===== config.mk =====
export PLATFORM = sky130hd
export DESIGN_NAME = fifo_wr_arbiter
export DESIGN_NICKNAME = d
export VERILOG_FILES = /design/src/rtl/fifo_wr_arbiter.sv
export SDC_FILE = /design/constraint.sdc
export NUM_CORES = 1
export LEC_CHECK = 0
export CORE_MARGIN = 1
export CORE_UTILIZATION = 34
export DETAILED_ROUTE_END_ITERATION = 10
export PLACE_DENSITY = 0.9
export SLEW_MARGIN = 20
export SYNTH_ARGS = -nofsm -noshare
export SYNTH_HDL_FRONTEND = slang
export SYNTH_SLANG_ARGS = --single-unit
export TNS_END_PERCENT = 50

===== constraint.sdc =====
create_clock -name clk -period 5.5 [get_ports clk]
set_input_delay 1.1 -clock clk [delete_from_list [all_inputs] [get_ports clk]]
set_output_delay 1.1 -clock clk [all_outputs]
set_load 0.02 [all_outputs]

===== src/rtl/fifo_wr_arbiter.sv =====
// rtl/fifo_wr_arbiter.sv - round-robin write-port arbiter in front of a sync FIFO
//
// Shares one FIFO write port between NUM_REQ valid/ready producers. One
// producer owns the port at a time for up to MAX_BURST beats; one idle
// cycle always separates consecutive grants.
//
// Optional build macro: FIFO_ARB_STAT_EN adds per-requester beat counters.
//
// Ports:
//   clk        clock, rising edge
//   rstn       asynchronous active-low reset
//   req_valid  per-requester data valid
//   req_data   flattened data, requester i at [i*DATA_WIDTH +: DATA_WIDTH]
//   req_ready  per-requester accept (one-hot or zero)
//   fifo_ful   FIFO full flag
//   fifo_wr    FIFO write strobe
//   fifo_din   FIFO write data
//   grant_vld  high while a requester owns the port
//   grant_id   index of current owner
//   stat_clr   (FIFO_ARB_STAT_EN) synchronous clear of all counters
//   stat_cnt   (FIFO_ARB_STAT_EN) 16-bit saturating beat count per requester

`timescale 1ns/1ps

module fifo_wr_arbiter #(
    parameter int NUM_REQ    = 4,
    parameter int DATA_WIDTH = 16,
    parameter int MAX_BURST  = 4,
    parameter int BURST_BIT  = 3,
    parameter int ID_BIT     = 2
) (
    input  logic                          clk,
    input  logic                          rstn,
    input  logic [NUM_REQ-1:0]            req_valid,
    input  logic [NUM_REQ*DATA_WIDTH-1:0] req_data,
    output logic [NUM_REQ-1:0]            req_ready,
    input  logic                          fifo_ful,
    output logic                          fifo_wr,
    output logic [DATA_WIDTH-1:0]         fifo_din,
    output logic                          grant_vld,
    output logic [ID_BIT-1:0]             grant_id
`ifdef FIFO_ARB_STAT_EN
    ,
    input  logic                          stat_clr,
    output logic [NUM_REQ*16-1:0]         stat_cnt
`endif
);

    localparam logic [BURST_BIT-1:0] LAST_BEAT = BURST_BIT'(MAX_BURST - 1);

    typedef enum logic {
        IDLE = 1'b0,
        BUSY = 1'b1
    } state_t;

    state_t                state;
    logic [ID_BIT-1:0]     owner;
    logic [ID_BIT-1:0]     rr_ptr;
    logic [BURST_BIT-1:0]  burst_cnt;

    logic                  pick_found;
    logic [ID_BIT-1:0]     pick_id;
    logic [ID_BIT-1:0]     owner_next;
    logic                  owner_valid;
    logic                  busy;

    // Cyclic search starting at rr_ptr. Iterating from the far end toward
    // rr_ptr lets the closest valid requester overwrite the pick last.
    always_comb begin
        int idx;
        idx        = 0;
        pick_found = 1'b0;
        pick_id    = '0;
        for (int k = NUM_REQ - 1; k >= 0; k--) begin
            idx = int'(rr_ptr) + k;
            if (idx >= NUM_REQ) begin
                idx = idx - NUM_REQ;
            end
            if (req_valid[idx]) begin
                pick_found = 1'b1;
                pick_id    = ID_BIT'(idx);
            end
        end
    end

    assign owner_next  = (owner == ID_BIT'(NUM_REQ - 1)) ? '0 : owner + 1'b1;
    assign owner_valid = req_valid[owner];
    assign busy        = (state == BUSY);

    // Port-side outputs are combinational on registered state so fifo_ful
    // stalls the very beat it coincides with.
    assign fifo_wr   = busy & owner_valid & ~fifo_ful;
    assign req_ready = (busy & ~fifo_ful) ? (NUM_REQ'(1) << owner) : '0;
    assign fifo_din  = busy ? req_data[int'(owner)*DATA_WIDTH +: DATA_WIDTH] : '0;
    assign grant_vld = busy;
    assign grant_id  = busy ? owner : '0;

    always_ff @(posedge clk or negedge rstn) begin
        if (!rstn) begin
            state     <= IDLE;
            owner     <= '0;
            rr_ptr    <= '0;
            burst_cnt <= '0;
        end else begin
            case (state)
                IDLE: begin
                    if (pick_found) begin
                        owner     <= pick_id;
                        burst_cnt <= '0;
                        state     <= BUSY;
                    end
                end
                BUSY: begin
                    // An owner that drops valid releases even while stalled.
                    if (!owner_valid) begin
                        state  <= IDLE;
                        rr_ptr <= owner_next;
                    end else if (fifo_wr) begin
                        if (burst_cnt == LAST_BEAT) begin
                            state     <= IDLE;
                            rr_ptr    <= owner_next;
                            burst_cnt <= '0;
                        end else begin
                            burst_cnt <= burst_cnt + 1'b1;
                        end
                    end
                end
                default: begin
                    state <= IDLE;
                end
            endcase
        end
    end

`ifdef FIFO_ARB_STAT_EN
    always_ff @(posedge clk or negedge rstn) begin
        if (!rstn) begin
            stat_cnt <= '0;
        end else begin
            for (int r = 0; r < NUM_REQ; r++) begin
                if (stat_clr) begin
                    stat_cnt[r*16 +: 16] <= 16'h0000;
                end else if (fifo_wr && (owner == ID_BIT'(r)) &&
                             (stat_cnt[r*16 +: 16] != 16'hFFFF)) begin
                    stat_cnt[r*16 +: 16] <= stat_cnt[r*16 +: 16] + 16'h0001;
                end
            end
        end
    end
`endif

endmodule


==> results by group <==
Setup path
  – Crit path launch type: input port
  – Category of the worst setup path capture point: output pin
  – Worst r2r path cells: 4
  – Register-to-Register Setup Slack: 3.40 ns
  – WS Path Type: input port to output pin
  – Worst r2r src: owner[0]
  – Data required time of the worst path: 4.40 ns
  – Max Fanout on Critical Path: 6
  – Critical path data arrival time: approximately 2.9 ns
  – Worst r2r dst: rr_ptr[0]

Power and ir drop
  – Sequential power share: 0.223
  – Static leakage: just under 0.8 nW
  – Internal: 480 uW
  – Gate power share: 0.727
  – Net switching component of the power: 358 uW
  – Share of total power consumed by net switching: 0.427
  – Clock power share: 0.050
  – Peak supply drop: 0.208 mV
  – Cell area power density: 419 nW/um2

Run
  – Number of maximum-capacitance constraint violations: 0

Hold path
  – Count of cells along the worst hold path: 1
  – Worst Min Path Start: burst_cnt[0]
  – Worst Hold End: burst_cnt[0]
  – Worst hold path type: flip-flop to flip-flop

Clock tree
  – Number of buffers inserted by hold repair at cts: 0
  – Root buf cell: sky130_fd_sc_hd__clkbuf_4
  – Clock slew seen by the registers of the worst setup and hold paths: 0.05 ns
  – Number of gates resized after CTS: 0
  – H-tree levels: 1
  – # Post-CTS Setup Buffers: 0
  – Clock sink count: 8
  – Clock Latency Late Sink: 0.24 ns
  – Clock tree from TritonCTS: done
  – Number of buffers added by the clock tree synthesis step: 3
  – Deepest clock path buffer count: 2

Timing
  – Final setup viols: 0
  – Post-layout min period: 3.96 ns
  – Share of the clock period used by the worst path after layout: 0.720
  – Number of pins with negative max-slew slack in the final report: 0
  – Setup repair after global routing missed its margin: no
  – Slew headroom: 0.433
  – Hold violation total from the final report: 0
  – Final worst hold slack: 0.504 ns
  – Fin Clk Skew: around 0.005 ns
  – Measured slew at the worst slew-check pin: 0.851 ns
  – Maximum clock frequency: roughly 0.25 GHz
  – Total negative slack for setup checks: 0 ns

Logic synthesis
  – Yosys reg bits: 8
  – Synth Net Count: roughly 170
  – Share of the yosys chip area belonging to registers: 0.190
  – Unique masters post-synth: 28
  – Cell count after synthesis: 96
  – Average cell area after synthesis: 11.0 um2
  – Synth Warn #: 0
  – Area of the mapped netlist: 1050 um2

Placement
  – Placed Cells incl. Taps: 214
  – Count of buffers from port buffering: 94
  – Half-perimeter wire length of the detailed placement result: 3490 um
  – Global placer's final weighted congestion: 0.831

GRT
  – Congestion Overflow GR: 0
  – Pin count of the biggest net entering global routing: 24
  – First-pass GRT wire length: 6310 um
  – Vias in the first global route: 1212
  – Initial antenna violation count: 0
  – GRT Overall Usage: 0.254

Floorplan
  – Die Y: 57.7 um
  – Total die area: 3330 um2
  – Number of placement rows: 19
  – Effective utilization at floorplan: 0.369
  – Die Wd: a little under 60 um
  – Core ar.: around 2900 um2
  – Total I/O pin count: 95

Route
  – Routed wirelength normalized by instance count: 19.1 um
  – DRC viols: 10
  – TritonRoute pass-1 iters: 8
  – Per-cell via count in the routed design: 5.47
  – Detailed Route Iter0 Violations: 50
  – Post-DRT Antenna Nets: 0
  – DRT Wirelength: just over 4000 um
  – Vias after detailed routing: 1188

Cells and area
  – Number of nets in the final layout: 264
  – Layout-stage area growth over the synthesis result: 90.1%
  – Fraction of final layout cells with drive strength greater than 1: 0.151
  – Post-Route Utilization: 0.702
  – Layout fillers: 200
  – Area of the multi-input gates: roughly 780 um2
  – Antenna diodes: 0
  – Register Area: 201 um2
  – Final non-filler cell total: 217

Outcome
  – Result of the run: finished with violations
  – Violated checks: design-rule violations
==> worst max-delay path: stages <==
cell	delay [ns]
sky130_fd_sc_hd__clkdlybuf4s50_1	0.49
sky130_fd_sc_hd__mux4_2	0.53
sky130_fd_sc_hd__and2_4	0.21
sky130_fd_sc_hd__clkdlybuf4s50_1	0.53
==> power by group through the flow <==
stage | clock network, mW | registers [mW] | logic (mW)
after floorplan | 0 | 0.116 | 0.437
after global placement | 0 | 0.184 | 0.597
after detailed placement | 0 | 0.188 | 0.612
after CTS | 0.0431 | 0.187 | 0.613
after global routing | 0.0479 | 0.199 | 0.648
final | 0.0417 | 0.187 | 0.610
==> cell usage in the layout (no fill, tap or decap), types with 2 or more instances in the layout <==
cell type / synthesis / layout
sky130_fd_sc_hd__mux4_2: 17 / 17
sky130_fd_sc_hd__clkbuf_4: 0 / 3
sky130_fd_sc_hd__and2_4: 2 / 2
sky130_fd_sc_hd__mux2_2: 2 / 2
sky130_fd_sc_hd__dfrtp_1: 8 / 7
sky130_fd_sc_hd__o21ai_1: 2 / 2
sky130_fd_sc_hd__inv_1: 6 / 6
sky130_fd_sc_hd__o21ai_0: 2 / 2
sky130_fd_sc_hd__o22ai_1: 2 / 2
sky130_fd_sc_hd__ha_1: 5 / 5
sky130_fd_sc_hd__nor2_1: 4 / 4
sky130_fd_sc_hd__clkdlybuf4s50_1: 0 / 94
sky130_fd_sc_hd__nand2_1: 6 / 6
sky130_fd_sc_hd__and2_1: 20 / 20
sky130_fd_sc_hd__a21oi_1: 2 / 2
==> logic make-up after synthesis <==
group                      share of synthesized area
AOI/OAI and AO/OA                             0.0986
DFF                                            0.190
buffers and inverters                         0.0724
and+or+nand+nor                                0.195
adders and majority gates                     0.0594
muxes                                          0.385
==> routing by layer <==
layer | GRT usage | share of wire | vias to the layer above
met5 | 0 | 0 | -
met4 | 0.0612 | 0.016 | 0
met3 | 0.0603 | 0.10 | 6
met2 | 0.453 | 0.51 | 58
met1 | 0.310 | 0.38 | 587
li1 | - | - | 537
==> registers in the layout (all words and copies together), names as in the netlist <==
name       count
owner          2
burst_cnt      3
grant_vld      1
rr_ptr         2
==> worst max-delay path by stage <==
| stage | startpoint | to | slack, ns | depth (start not counted) |
|---|---|---|---|---|
| final | req_valid[1] | fifo_wr | 1.54 | 4 |
| after global routing | req_valid[3] | fifo_wr | 1.51 | 4 |
| after CTS | req_valid[1] | fifo_wr | 1.54 | 4 |
| after detailed placement | req_valid[1] | fifo_wr | 1.54 | 4 |
| after global placement | req_valid[3] | fifo_wr | 1.57 | 4 |
| after floorplan | req_valid[3] | fifo_wr | 2.53 | 3 |
==> through the flow <==
stage,area (um2),power (mW),setup slack [ns]
final,2000,0.839,1.54
after global routing,2000,0.895,1.51
after CTS,2000,0.843,1.54
after detailed placement,1980,0.800,1.54
after global placement,1980,0.781,1.57
after floorplan,1050,0.553,2.53
==> cells in the mapped netlist <==
cell type | instances | area [um2]
sky130_fd_sc_hd__ha_1 | 5 | 62.6
sky130_fd_sc_hd__clkbuf_1 | 2 | 7.51
sky130_fd_sc_hd__o221ai_1 | 1 | 8.76
sky130_fd_sc_hd__a21o_1 | 1 | 7.51
sky130_fd_sc_hd__o22ai_2 | 1 | 12.5
sky130_fd_sc_hd__and2_4 | 2 | 17.5
sky130_fd_sc_hd__a31o_2 | 1 | 8.76
sky130_fd_sc_hd__nand3_1 | 1 | 5.00
sky130_fd_sc_hd__nand2_1 | 6 | 22.5
sky130_fd_sc_hd__nor2b_1 | 1 | 6.26
sky130_fd_sc_hd__nand3b_1 | 1 | 7.51
sky130_fd_sc_hd__o21ai_1 | 2 | 10.0
sky130_fd_sc_hd__buf_6 | 3 | 33.8
sky130_fd_sc_hd__mux2_2 | 2 | 22.5
sky130_fd_sc_hd__o21ai_2 | 1 | 8.76
sky130_fd_sc_hd__and2_1 | 20 | 125
sky130_fd_sc_hd__buf_4 | 1 | 7.51
sky130_fd_sc_hd__inv_1 | 6 | 22.5
sky130_fd_sc_hd__nor2_1 | 4 | 15.0
sky130_fd_sc_hd__o22ai_1 | 2 | 12.5
sky130_fd_sc_hd__o21ai_0 | 2 | 10.0
sky130_fd_sc_hd__a21oi_1 | 2 | 10.0
sky130_fd_sc_hd__o21a_1 | 1 | 7.51
sky130_fd_sc_hd__o31ai_1 | 1 | 7.51
sky130_fd_sc_hd__mux4_2 | 17 | 383
sky130_fd_sc_hd__dfrtp_1 | 8 | 200
sky130_fd_sc_hd__nand2b_1 | 1 | 6.26
sky130_fd_sc_hd__buf_2 | 1 | 5.00
==> area by class of cell <==
cell class,count,share of cell area
Multi-Input combinational cell,75,0.388
Timing Repair Buffer,94,0.470
Sequential cell,8,0.101
Inverter,6,0.0112
Clock buffer,3,0.0112
Tap cell,31,0.0194
(Power assumes the default switching activity.)
